## config.mk

```make
export PLATFORM = sky130hd
export DESIGN_NAME = z80_nmi_seq
export DESIGN_NICKNAME = d
export VERILOG_FILES = /design/src/rtl/z80_nmi_seq.sv
export SDC_FILE = /design/constraint.sdc
export NUM_CORES = 1
export LEC_CHECK = 0
export ABC_AREA = 1
export BUFFER_PORTS_ARGS = -buffer_cell sky130_fd_sc_hd__buf_2
export CAP_MARGIN = 40
export CORE_MARGIN = 10
export CORE_UTILIZATION = 40
export CTS_CLUSTER_DIAMETER = 60
export DETAILED_ROUTE_END_ITERATION = 16
export GPL_ROUTABILITY_DRIVEN = 1
export PLACE_DENSITY = 0.75
export SLEW_MARGIN = 20
export SYNTH_ARGS = -nofsm -noshare
export SYNTH_HDL_FRONTEND = slang
export SYNTH_SLANG_ARGS = --single-unit
```

## constraint.sdc

```tcl
create_clock -name clk -period 1.6 [get_ports clk]
set_clock_uncertainty 0.15 [all_clocks]
set_input_delay 0.08 -clock clk [delete_from_list [all_inputs] [get_ports clk]]
set_output_delay 0.08 -clock clk [all_outputs]
set_load 0.005 [all_outputs]
```

## src/rtl/z80_nmi_seq.sv

```systemverilog
// Z80 non-maskable interrupt sequencer: edge-detects /NMI, then runs ACK, two stack pushes and PC/SP/IFF write-back.
// Optional build macro Z80_NMI_SYNC_EN inserts a two-flop synchronizer on nmi_n ahead of the edge detector.
module z80_nmi_seq (
  input  logic        clk,
  input  logic        reset_n,
  input  logic        nmi_n,
  input  logic        insn_done,
  input  logic        halted,
  input  logic [15:0] pc_in,
  input  logic [15:0] sp_in,
  input  logic        iff1_in,
  output logic        mem_wr,
  output logic [15:0] mem_waddr,
  output logic [7:0]  mem_wdata,
  input  logic        mem_wr_done,
  output logic        nmi_ack,
  output logic        busy,
  output logic [15:0] pc_out,
  output logic [15:0] sp_out,
  output logic        pc_we,
  output logic        sp_we,
  output logic        iff1_out,
  output logic        iff2_out,
  output logic        iff_we
);

  typedef enum logic [2:0] {IDLE, ACK, PUSH_HI, PUSH_LO, LOAD} state_t;

  state_t      state_q, state_d;
  logic [2:0]  cnt_q, cnt_d;
  logic        pending_q, pending_d;
  logic        nmi_prev_q, nmi_prev_d;
  logic [15:0] pc_q, pc_d;
  logic [15:0] sp_q, sp_d;
  logic        iff1_q, iff1_d;
  logic        nmi_s;
  logic        fall;
  logic        accept;
  logic [15:0] sp_m1;
  logic [15:0] sp_m2;

`ifdef Z80_NMI_SYNC_EN
  logic sync1_q, sync2_q;

  always_ff @(posedge clk or negedge reset_n) begin
    if (!reset_n) begin
      sync1_q <= 1'b1;
      sync2_q <= 1'b1;
    end else begin
      sync1_q <= nmi_n;
      sync2_q <= sync1_q;
    end
  end

  assign nmi_s = sync2_q;
`else
  assign nmi_s = nmi_n;
`endif

  // History resets high so a pin already low at reset release is not seen as an edge.
  assign fall       = nmi_prev_q & ~nmi_s;
  assign nmi_prev_d = nmi_s;
  assign sp_m1      = sp_q - 16'd1;
  assign sp_m2      = sp_q - 16'd2;

  always_ff @(posedge clk or negedge reset_n) begin
    if (!reset_n) begin
      state_q    <= IDLE;
      cnt_q      <= 3'd0;
      pending_q  <= 1'b0;
      nmi_prev_q <= 1'b1;
      pc_q       <= 16'd0;
      sp_q       <= 16'd0;
      iff1_q     <= 1'b0;
    end else begin
      state_q    <= state_d;
      cnt_q      <= cnt_d;
      pending_q  <= pending_d;
      nmi_prev_q <= nmi_prev_d;
      pc_q       <= pc_d;
      sp_q       <= sp_d;
      iff1_q     <= iff1_d;
    end
  end

  always_comb begin
    state_d   = state_q;
    cnt_d     = cnt_q;
    pc_d      = pc_q;
    sp_d      = sp_q;
    iff1_d    = iff1_q;
    accept    = 1'b0;
    mem_wr    = 1'b0;
    mem_waddr = 16'd0;
    mem_wdata = 8'd0;
    nmi_ack   = 1'b0;
    busy      = 1'b0;
    pc_out    = 16'd0;
    sp_out    = 16'd0;
    pc_we     = 1'b0;
    sp_we     = 1'b0;
    iff1_out  = 1'b0;
    iff2_out  = 1'b0;
    iff_we    = 1'b0;

    case (state_q)
      IDLE: begin
        cnt_d = 3'd0;
        if (pending_q && (insn_done || halted)) begin
          accept  = 1'b1;
          state_d = ACK;
          pc_d    = pc_in;
          sp_d    = sp_in;
          iff1_d  = iff1_in;
        end
      end
      ACK: begin
        nmi_ack = 1'b1;
        busy    = 1'b1;
        if (cnt_q == 3'd4) begin
          cnt_d   = 3'd0;
          state_d = PUSH_HI;
        end else begin
          cnt_d = cnt_q + 3'd1;
        end
      end
      PUSH_HI: begin
        busy      = 1'b1;
        mem_wr    = 1'b1;
        mem_waddr = sp_m1;
        mem_wdata = pc_q[15:8];
        if (mem_wr_done) state_d = PUSH_LO;
      end
      PUSH_LO: begin
        busy      = 1'b1;
        mem_wr    = 1'b1;
        mem_waddr = sp_m2;
        mem_wdata = pc_q[7:0];
        if (mem_wr_done) state_d = LOAD;
      end
      LOAD: begin
        busy     = 1'b1;
        pc_out   = 16'h0066;
        sp_out   = sp_m2;
        iff1_out = 1'b0;
        iff2_out = iff1_q;
        pc_we    = 1'b1;
        sp_we    = 1'b1;
        iff_we   = 1'b1;
        state_d  = IDLE;
      end
      default: state_d = IDLE;
    endcase

    // An edge arriving in the acceptance cycle is a new request and must survive the clear.
    pending_d = (pending_q & ~accept) | fall;
  end

endmodule

```

# Word-level counts from Yosys, hierarchy flattened
# Index checks and enable logic that the tools add are counted.
word_totals:
  register_bits: 41
  latch_bits: 0
  ramBits: 0
  rom_bits: 0
  input_bits: 39
  out_inout_bits: 64
  elab_cells: 50
  n_memories: 0
classes:
  add_sub_neg: 3
  multipliers: 0
  div_mod_pow: 0
  magnitude_cmp: 0
  eq_ne: 9
  shifts: 0
  n_mux: 18
  bitwise: 5
  reduce_logical: 8
op_table:
  columns: ["op", "count"]
  rows:
  - ["$pmux 16 s2", 1]
  - ["$mux 16", 1]
  - ["$pmux 8 s2", 1]
  - ["$sub 16x1->16 const B", 1]
  - ["$sub 16x2->16 const B", 1]
  - ["$mux 3", 5]
  - ["$pmux 3 s4", 1]
  - ["$ne 2x2->1 const B", 4]
  - ["$mux 1", 7]
  - ["$mux 7", 1]
  - ["$eq 3x2->1 const B", 2]
  - ["$eq 3x3->1 const B", 2]
  - ["$pmux 3 s2", 1]
  - ["$reduce_and 4->1", 1]
  - ["$reduce_or 4->1", 1]
  - ["$add 3x1->3 const B", 1]
  - ["$eq 3x1->1 const B", 1]
  - ["$logic_not 3->1", 1]
  - ["$and 1x1->1", 2]
  - ["$not 1->1", 2]
  - ["$reduce_and 2->1", 1]
  - ["$reduce_bool 2->1", 1]
  - ["$reduce_or 2->1", 1]
  - ["$logic_and 1x1->1", 1]
  - ["other kinds (2)", 2]

# Depth between registers and ports, before layout
# Gate-level depths: netlist (run 1).
depth:
  depth_word: 7
  mapped_depth: 9
  depth_no_buf: 9

# Worst setup path before layout (run 1)
# OpenSTA, ideal clock, no wires.
synth_timing:
  path_kind: "register to output"
  from: "register state_q[2]"
  to: "output port sp_out[11]"
  t_arrival_ns: 1.376
  required_time_ns: 1.370
  slack_ns: -0.006
  stages_incl_launch_ff: 6
  path_buffers: 1
  path_cell_list: "dfrtp_1 > inv_1 > nor3_2 > inv_1 > buf_6 > nor2_1"
synth_between:
  elab_chain_len: 2
synth_rtl:
  columns: ["item", "line_no", "text"]
  rows:
  - ["start, declared", "29", "state_t state_q, state_d;"]
  - ["start signal, assigned", "76", "state_q <= state_d;"]
  - ["$eq 3x3->1", "106", "case (state_q)"]
  - ["$mux 16", "106", null]
  - ["end, declared", "19", "output logic [15:0] sp_out,"]
# Every way passes these cells.

# Final worst setup path (run 1)
layout_timing:
  from: "register sp_q[1]"
  to: "output port mem_waddr[15]"
layout_between:
  elab_chain_len: 2
  word_cells_on_any_way: 3
  cone_classes: "add/sub (2); mux (1)"
layout_rtl:
  columns: ["item", "line_no", "text"]
  rows:
  - ["start, declared", "34", "logic [15:0] sp_q, sp_d;"]
  - ["start signal, assigned", "81", "sp_q <= sp_d;"]
  - ["$sub 16x2->16 or $sub 16x1->16 (tied branches)", "64, 63", null]
  - ["$pmux 16 s2 (*)", "106", null]
  - ["end, declared", "13", "output logic [15:0] mem_waddr,"]
# Mark *: on every way between the ends. The rest lies on a longest branch, timed or not.

==> run summary, run 1 <==
Number of antenna repair diodes - 0
Initial antenna violation count - 1
Power per standard cell area - 1850 nW/µm²
Clock latency of the later-clocked register in the worst-skew pair - 0.31 ns
Core ar. - 6760 µm²
Setup violations, final - 90
Endpoint class of the critical path - primary output
Max Buffers Root-to-Sink - 2
Post-synthesis sequential area ratio - 37.2%
H-tree levels - 2
Total number of nets in the final design - 653
CP Class - register to primary output
Maximum number of pins on one net before global-route repair - 38
Remaining antenna violation count - 0
Total half-perimeter wirelength after legalization and detailed placement - 6750 µm
Violation count after the first detailed-routing iteration - 432
Worst Path Required - 1.37 ns
Fraction of layout cells with a size suffix above 1 - 58.9%
Clk root buf - sky130_fd_sc_hd__clkbuf_8
Minimum clock period after layout - 2.14 ns
Setup WS pre-CTS - -0.160 ns
Sink count of the clock tree - 41
Fin. Hold Viols - 0
Die Y - 103 µm
Global-route wire length before repair - 17300 µm
Vias - 4012
Yosys warnings - 0
Sum of routed wire length over all layers - 15800 µm
Worst endpoint data arrival time - 1.91 ns
Gate count of the mapped netlist - 404
Total CTS buffers - 5
Peak VDD IR - 0.00126 V
Commonest cells after routing, fill and taps aside - 82 x sky130_fd_sc_hd__buf_2, 79 x sky130_fd_sc_hd__nand2_1, 47 x sky130_fd_sc_hd__buf_6
Final cycle utilization of the critical path - 134%
Netlist area before placement - 2760 µm²
Die area - 10600 µm²
IO Pins - 103
Utilization after layout - 81.5%
Clock input transition at the sequential cells of the worst setup and hold paths - 0.09 ns
Effective utilization at floorplan - 40.8%
Status - finished, violations left
Vias per std cell - 5.81
Worst Reg-to-Reg Cells - 9
RSZ-0062 raised after global routing - yes
Syn avg cell area - 6.83 µm²
Post-synthesis sequential element count - 41
Overall routing resource usage - 20.3%
Wirelength per Cell - 22.8 µm
Most frequent standard cell in the layout excluding fill and tap cells - sky130_fd_sc_hd__buf_2
Standard-cell rows - 30
Worst hold path class - primary input to async pin
Remaining DRCs - 0
Setup Total Neg Slack - -27.23 ns
Sort of element at the start of the critical path - register
Number of buffers inserted by port buffering - 89
TritonCTS clock tree - yes
Standby leakage power - 0.00269 µW
Total power after layout - 10200 µW
Final Wtd Congestion - 0.873
Slew Viols, Final - 0
Worst-case setup margin in the final layout - -0.540 ns
Max-capacitance violation count - 0
Layout overhead on the synthesized area - 99.6%
Peak fanout along the critical path - 5
Number of library cell types mapped by synthesis - 30
Die width - 103 µm
Vias in the first global route - 3686
Violations in the final reports - negative setup slack
Highest clock frequency the design can meet - 0.467 GHz
Total grt overflow - 0
First-pass detailed-route iteration total - 7
[final cells by class]
cell class	instances	area, µm²
fillers	335	1250
well taps	80	100
repair buffers	215	1870
multi-input cells	308	2250
clock buffers	6	72.6
flip-flops and latches	41	1040
clock inverters	2	15.0
inverters	38	160
[synth_stat cells]
cell,instances,area (µm²)
sky130_fd_sc_hd__o22ai_1,1,6.26
sky130_fd_sc_hd__clkbuf_1,1,3.75
sky130_fd_sc_hd__buf_2,8,40.0
sky130_fd_sc_hd__o21ai_1,1,5.00
sky130_fd_sc_hd__nand3_1,49,245
sky130_fd_sc_hd__o21ai_0,14,70.1
sky130_fd_sc_hd__a31oi_1,1,6.26
sky130_fd_sc_hd__conb_1,1,3.75
sky130_fd_sc_hd__nor2_4,1,11.3
sky130_fd_sc_hd__nor2_2,1,6.26
sky130_fd_sc_hd__and2_1,2,12.5
sky130_fd_sc_hd__a22o_1,8,70.1
sky130_fd_sc_hd__xnor2_1,1,8.76
sky130_fd_sc_hd__o32ai_1,1,8.76
sky130_fd_sc_hd__nand2_1,119,447
sky130_fd_sc_hd__ha_1,5,62.6
sky130_fd_sc_hd__buf_6,2,22.5
sky130_fd_sc_hd__buf_4,19,143
sky130_fd_sc_hd__inv_2,1,3.75
sky130_fd_sc_hd__nor2_1,58,218
sky130_fd_sc_hd__clkinv_1,1,3.75
sky130_fd_sc_hd__a21oi_1,23,115
sky130_fd_sc_hd__nand2_2,2,12.5
sky130_fd_sc_hd__clkinv_2,1,5.00
sky130_fd_sc_hd__inv_1,35,131
sky130_fd_sc_hd__nor3_2,1,10.0
sky130_fd_sc_hd__dfrtp_1,40,1000
sky130_fd_sc_hd__xor2_1,5,43.8
sky130_fd_sc_hd__nor3_4,1,16.3
sky130_fd_sc_hd__dfstp_2,1,26.3
[per-layer routing]
metal / track usage (%) / share of wire [%] / vias to the layer above
li1: - / - / 1677
met5: 0 / 0.044 / -
met3: 5.29 / 9.8 / 114
met4: 8.45 / 7.0 / 2
met1: 22.0 / 32 / 1867
met2: 36.6 / 51 / 352
[through the flow]
| stage | hold WS, ns | std cells | area (µm²) |
|---|---|---|---|
| final | 0.211 | 690 | 5510 |
| after global routing | 0.251 | 690 | 5510 |
| after CTS | 0.0724 | 668 | 4500 |
| after detailed placement | -0.138 | 600 | 3520 |
| after global placement | -0.137 | 600 | 3520 |
| after floorplan | -0.366 | 416 | 2810 |
[report_power, final]
part           internal, µW  switching, µW  leakage [µW]
clock network           309            428     0.0000374
registers              1530            601      0.000475
logic                  3340           3960       0.00218
[flip-flops by register name, summed over array words and instances, names as in the netlist]
register / count
iff1_q: 1
sp_q: 16
pending_q: 1
cnt_q: 3
nmi_prev_q: 1
pc_q: 16
state_q: 3
[worst max-delay path: stages, from the launching register on]
cell and delay [ns]:
sky130_fd_sc_hd__dfrtp_1 0.42, sky130_fd_sc_hd__inv_4 0.13, sky130_fd_sc_hd__ha_4 0.17, sky130_fd_sc_hd__nand2_4 0.08, sky130_fd_sc_hd__nor2_4 0.18, sky130_fd_sc_hd__nand2_1 0.12, sky130_fd_sc_hd__nand2_1 0.14, sky130_fd_sc_hd__nand3_1 0.12
sky130_fd_sc_hd__nand2_1 0.10, sky130_fd_sc_hd__buf_2 0.13
[worst paths after layout]
check                                         endpoint  slack, ns              startpoint
worst min register to register    pc_q[15]$_DFFE_PN0P_       0.38    pc_q[15]$_DFFE_PN0P_
worst min-delay path               pc_q[2]$_DFFE_PN0P_       0.21                 reset_n
worst max register to register    pc_q[12]$_DFFE_PN0P_      -0.40  state_q[2]$_DFFE_PN0P_
max in group asynchronous         nmi_prev_q$_DFF_PN1_       0.57                 reset_n
min in group clk                state_q[0]$_DFFE_PN0P_       0.22               insn_done
worst max-delay path                     mem_waddr[15]      -0.54     sp_q[1]$_DFFE_PN0P_
[cells by family (layout without fill, tap and decap cells)]
family / after synthesis / after routing / share of synthesized area [%]
simple gates: 234 / 235 / 35.5
buf+inv: 68 / 261 / 12.8
compound gates: 49 / 49 / 10.2
flops: 41 / 41 / 37.2
xor+xnor: 6 / 6 / 1.90
fa+ha+maj: 5 / 5 / 2.27
other cells: 1 / 13 / 0.136
[what timing repair did]
action,4_1_cts,5_1_grt
pin swaps,36,65
setup endpoints to repair,42,89
endpoints found under the hold margin,76,0
hold buffers,36,0
setup buffers,22,19
resized for setup,100,199
cloned,3,10
No activity file was read; power rests on OpenSTA's default activity.
==> run 2: changes to the inputs <==
Settings changed: CORE_UTILIZATION 40 to 45, PLACE_DENSITY 0.75 to 0.82.
==> run 2 against run 1 <==
  * The run still ends with negative setup slack left
  * Clock power grew 24%
  * Combinational power shrank 4.4%
  * Global-route usage grew 0.83 points
  * Routed wire length grew 4.7%
  * First-iteration DRC count shrank 5.6%
  * Via count grew 3.0%
  * Sequential power is essentially flat
  * Critical endpoint unchanged
==> run summary, run 2 (same netlist as run 1, synthesis figures left out) <==
Worst Path Required - 1.37 ns
Relative max-transition margin - 65.4%
Minimum clock period after layout - 2.15 ns
Remaining DRCs - 0
Fin. Hold Viols - 0
Standard-cell rows - 28
Highest clock frequency the design can meet - 0.464 GHz
Worst endpoint data arrival time - 1.92 ns
Family of cells with the greatest summed delay on the critical path - simple AND/OR/NAND/NOR gates
Vias per std cell - 6.17
Cell with the largest stage delay on the worst path - sky130_fd_sc_hd__dfrtp_1
Violation count after the first detailed-routing iteration - 408
Maximum number of pins on one net before global-route repair - 52
Clock input transition at the sequential cells of the worst setup and hold paths - 0.11 ns
Wirelength per Cell - 24.7 µm
Combinational power share - 69.5%
First-pass detailed-route iteration total - 5
Total grt overflow - 0
Sort of element at the start of the critical path - register
CP cell instances - inv_2 > ha_4 > buf_6 > nand2_4 > nor2_4 > buf_6 > nand2_2 > nand2_1 > nand3_1 > nand2_1 > buf_2
Clock latency of the later-clocked register in the worst-skew pair - 0.30 ns
Die area - 9660 µm²
Power per standard cell area - 1890 nW/µm²
Vias in the first global route - 3592
Sink count of the clock tree - 41
Global-route wire length before repair - 17300 µm
Max Buffers Root-to-Sink - 2
Switching power - 4940 µW
CP Class - register to primary output
Initial antenna violation count - 0
Commonest cells after routing, fill and taps aside - 86 x sky130_fd_sc_hd__nand2_1, 85 x sky130_fd_sc_hd__buf_2, 42 x sky130_fd_sc_hd__buf_4
Total half-perimeter wirelength after legalization and detailed placement - 6580 µm
Slew Viols, Final - 0
Die width - 98.3 µm
Layout overhead on the synthesized area - 92.2%
Switching Fraction - 49.1%
Peak fanout along the critical path - 5
Worst-case setup margin in the final layout - -0.553 ns
Largest registers - pc_q (16), sp_q (16)
Total CTS buffers - 5
Number of antenna repair diodes - 0
Buffers plus inverters on the worst setup path - 4
Standby leakage power - 0.00262 µW
Utilization after layout - 89.6%
Vias - 4131
Setup WS pre-CTS - -0.187 ns
Peak VDD IR - 0.00151 V
Fraction of layout cells with a size suffix above 1 - 54.9%
Transition time of the tightest slew-check pin - 0.519 ns
Effective utilization at floorplan - 46.6%
Total number of nets in the final design - 637
Violations in the final reports - negative setup slack
Clk root buf - sky130_fd_sc_hd__clkbuf_8
Most frequent standard cell in the layout excluding fill and tap cells - sky130_fd_sc_hd__nand2_1
Share of power burned in the clock network - 9.1%
Setup Total Neg Slack - -21.08 ns
Max stage delay on crit path - 0.43 ns
RSZ-0062 raised after global routing - yes
Sum of routed wire length over all layers - 16500 µm
Status - finished, violations left
Setup violations, final - 87
Overall routing resource usage - 21.2%
Register share of total power - 21.4%
Endpoint class of the critical path - primary output
Worst hold-check slack - 0.122 ns
TritonCTS clock tree - yes
Internal Power - 5110 µW
Core ar. - 5920 µm²
IO Pins - 103
H-tree levels - 2
Remaining antenna violation count - 0
Number of buffers inserted by port buffering - 89
Worst hold path class - primary input to async pin
Final Wtd Congestion - 0.897
Max-capacitance violation count - 0
Final cycle utilization of the critical path - 135%
Die Y - 98.3 µm
-- run 2: final timing paths --
path	cells after the start	slack [ns]	end	startpoint
setup / recovery	11	-0.55	mem_waddr[15]	sp_q[2]$_DFFE_PN0P_
hold / removal	2	0.12	pc_q[4]$_DFFE_PN0P_	reset_n
setup reg to reg	6	-0.23	sp_q[3]$_DFFE_PN0P_	pending_q$_DFF_PN0_
hold reg to reg	2	0.35	pc_q[2]$_DFFE_PN0P_	pc_q[2]$_DFFE_PN0P_
max in group asynchronous	3	0.64	state_q[0]$_DFFE_PN0P_	reset_n
min in group clk	5	0.22	state_q[1]$_DFFE_PN0P_	insn_done
-- run 2: routing by layer --
layer / wire length [µm] / global-route usage (%) / share of wire [%] / up-vias
met5: 0 / 0 / 0 / -
met4: 1410 / 7.50 / 8.5 / 0
met3: 1740 / 6.98 / 11 / 159
met2: 8210 / 38.9 / 50 / 408
met1: 5140 / 21.8 / 31 / 1930
li1: - / - / - / 1634
-- run 2: area by class of cell --
cell class	instances	area, µm²
sequential	41	1040
clock buffer	5	68.8
fill	224	618
timing repair buffer	200	1710
clock inverter	3	46.3
multi-input combinational	307	2180
tap	75	93.8
inverter	38	164
-- run 2: through the flow --
stage	instance area, µm²	instances	power, µW
6_report	5300	669	10000
5_1_grt	5300	669	10300
4_1_cts	4310	647	7020
3_5_place_dp	3450	585	5360
3_3_place_gp	3450	585	5220
2_1_floorplan	2810	416	3880
-- run 2: power groups by stage --
| stage | Combinational (µW) | Clock (µW) | Sequential [µW] |
|---|---|---|---|
| 3_5_place_dp | 3450 | 0 | 1910 |
| 6_report | 6980 | 917 | 2140 |
| 2_1_floorplan | 2040 | 0 | 1840 |
| 3_3_place_gp | 3340 | 0 | 1880 |
| 4_1_cts | 4220 | 880 | 1930 |
| 5_1_grt | 7260 | 935 | 2150 |
-- run 2: what timing repair did --
action                                  4_1_cts  5_1_grt
hold endpoints to repair                     77        0
endpoints found under the setup margin       42       86
gates resized for setup                      65      184
hold buffers                                 36        0
cloned                                        3        9
pin swaps                                    15       52
setup buffers                                15       15
==> run 3: changes to the inputs <==
Settings changed: CELL_PAD_IN_SITES_DETAIL_PLACEMENT from default to 1, CELL_PAD_IN_SITES_GLOBAL_PLACEMENT from default to 1, CORE_UTILIZATION 45 to 31, PLACE_DENSITY 0.82 to 0.76.
==> run 3 against run 2 <==
  * The flow still finishes with violations (negative setup slack)
  * Core utilization decreased by 25 points
  * Register-to-register slack got worse by 0.11 ns
  * Fmax increased by 1.5%
  * Setup slack improved by 0.032 ns
  * Sequential power decreased by 2%
  * Non-clock buffer count increased by 19
  * Clock-buffer cell count increased by 1
  * Critical path depth decreased by 3
  * Via count decreased by 7.4%
  * Routed wire length increased by 4.1%
  * Die area increased by 35%
  * Sequential share of layout area decreased by 1.1 points
==> run summary, run 3 (same netlist as run 1, synthesis figures left out) <==
Fillcell total - 1018
Clock latency of the later-clocked register in the worst-skew pair - 0.30 ns
Highest clock frequency the design can meet - 0.472 GHz
Violations in the final reports - negative setup slack
Fraction of layout cells with a size suffix above 1 - 57.7%
Reg2Reg Setup Slack - -0.34 ns
Endpoint class of the critical path - primary output
Final cycle utilization of the critical path - 133%
Largest registers - pc_q (16), sp_q (16)
Register share of total power - 20.5%
Setup violations, final - 88
Power per standard cell area - 1840 nW/µm²
Effective utilization at floorplan - 31.8%
H-tree levels - 2
Initial antenna violation count - 0
Number of buffers inserted by port buffering - 89
Final Wtd Congestion - 0.815
Violation count after the first detailed-routing iteration - 165
Internal Power - 5360 µW
Worst-case setup margin in the final layout - -0.521 ns
Max Buffers Root-to-Sink - 2
Wirelength per Cell - 23.8 µm
Switching power - 4920 µW
Sort of element at the start of the critical path - register
Standby leakage power - 0.00274 µW
Share of power burned in the clock network - 9.3%
Worst endpoint data arrival time - 1.89 ns
Number of antenna repair diodes - 0
Total number of nets in the final design - 658
Vias per std cell - 5.29
Vias - 3824
Remaining antenna violation count - 0
CP Class - register to primary output
Fin cells - 723
Commonest cells after routing, fill and taps aside - 79 x sky130_fd_sc_hd__nand2_1, 78 x sky130_fd_sc_hd__buf_2, 50 x sky130_fd_sc_hd__buf_4
Remaining DRCs - 0
Cell count after placement - 633
Global-route wire length before repair - 21800 µm
Fin. Hold Viols - 0
Vias in the first global route - 4061
TritonCTS clock tree - yes
Worst Path Required - 1.37 ns
Die area - 13100 µm²
Max-capacitance violation count - 0
Worst hold path class - primary input to async pin
Core ar. - 8680 µm²
Total half-perimeter wirelength after legalization and detailed placement - 8040 µm
Sum of routed wire length over all layers - 17200 µm
Overall routing resource usage - 20.7%
Total CTS buffers - 5
Clk root buf - sky130_fd_sc_hd__clkbuf_8
Status - finished, violations left
Setup WS pre-CTS - -0.253 ns
RSZ-0062 raised after global routing - yes
Maximum number of pins on one net before global-route repair - 42
Die Y - 114 µm
Utilization after layout - 64.3%
Peak fanout along the critical path - 6
Die width - 114 µm
First-pass detailed-route iteration total - 4
Standard-cell rows - 34
Sink count of the clock tree - 41
Slew Viols, Final - 0
Total grt overflow - 0
Total power after layout - 10300 µW
IO Pins - 103
Combinational power share - 70.2%
Switching Fraction - 47.9%
Minimum clock period after layout - 2.12 ns
Most frequent standard cell in the layout excluding fill and tap cells - sky130_fd_sc_hd__nand2_1
Layout overhead on the synthesized area - 102%
Clock input transition at the sequential cells of the worst setup and hold paths - 0.10 ns
Peak VDD IR - 0.000970 V
run 3: cell count changes in the layout (fill, tap and decap cells not counted), sizes merged:
cell and change:
buf +23, clkinv +2, clkbuf -3, clkinvlp -1
run 3: layout make-up:
| cell class | instances | area, µm² | area share, % |
|---|---|---|---|
| Multi-Input combinational cell | 307 | 2190 | 39.2 |
| Inverter | 38 | 165 | 2.96 |
| Timing Repair Buffer | 219 | 1910 | 34.3 |
| Clock buffer | 6 | 82.6 | 1.48 |
| Clock inverter | 2 | 37.5 | 0.673 |
| Sequential cell | 41 | 1030 | 18.5 |
| Tap cell | 108 | 135 | 2.42 |
| Timing Repair inverter | 2 | 25.0 | 0.449 |
run 3: power groups by stage:
stage | sequential (µW) | combinational [µW] | clock (µW)
after floorplan | 1840 | 2040 | 0
after global placement | 1870 | 3520 | 0
after detailed placement | 1900 | 3680 | 0
after CTS | 1980 | 5690 | 940
after global routing | 2140 | 7620 | 1000
final | 2100 | 7220 | 955
run 3: metal layers:
layer,vias to the layer above,routed length [µm],track usage [%]
met5,-,0,0
met3,52,846,4.82
li1,1684,-,-
met1,1932,5940,21.0
met2,156,9610,40.2
met4,0,769,6.43
run 3: final timing paths:
check                                       start                      to  cells after the start
max                           sp_q[2]$_DFFE_PN0P_            mem_waddr[5]                      8
min                                       reset_n     pc_q[3]$_DFFE_PN0P_                      3
max reg2reg                state_q[2]$_DFFE_PN0P_    pc_q[11]$_DFFE_PN0P_                      9
min reg2reg                   pc_q[6]$_DFFE_PN0P_     pc_q[6]$_DFFE_PN0P_                      2
max in group asynchronous                 reset_n    nmi_prev_q$_DFF_PN1_                      3
min in group clk                        insn_done  state_q[2]$_DFFE_PN0P_                      5
run 3: worst max-delay path, cell delays in order, from the launching register on:
cell and delay (ns):
sky130_fd_sc_hd__dfrtp_1 0.43, sky130_fd_sc_hd__inv_2 0.12, sky130_fd_sc_hd__ha_4 0.21, sky130_fd_sc_hd__nand2_8 0.09, sky130_fd_sc_hd__buf_4 0.17, sky130_fd_sc_hd__o21ai_2 0.19
sky130_fd_sc_hd__nand3_1 0.15, sky130_fd_sc_hd__o21ai_2 0.09, sky130_fd_sc_hd__buf_2 0.14
run 3: stage by stage:
step	area [µm²]	setup TNS, ns	hold WS [ns]
after floorplan	2810	0	-0.366
after global placement	3580	-2.17	-0.0766
after detailed placement	3580	-4.55	-0.0708
after CTS	4950	-13.04	0.128
after global routing	5580	-28.67	0.150
final	5580	-24.12	0.152
run 3: timing repair:
| item | 4_1_cts | 5_1_grt |
|---|---|---|
| hold endpoints to repair | 77 | 0 |
| gates resized for setup | 148 | 126 |
| pin swaps | 25 | 55 |
| buffers inserted | 26 | 18 |
| hold buffers | 36 | 0 |
| cloned | 7 | 2 |
| endpoints found under the setup margin | 48 | 87 |
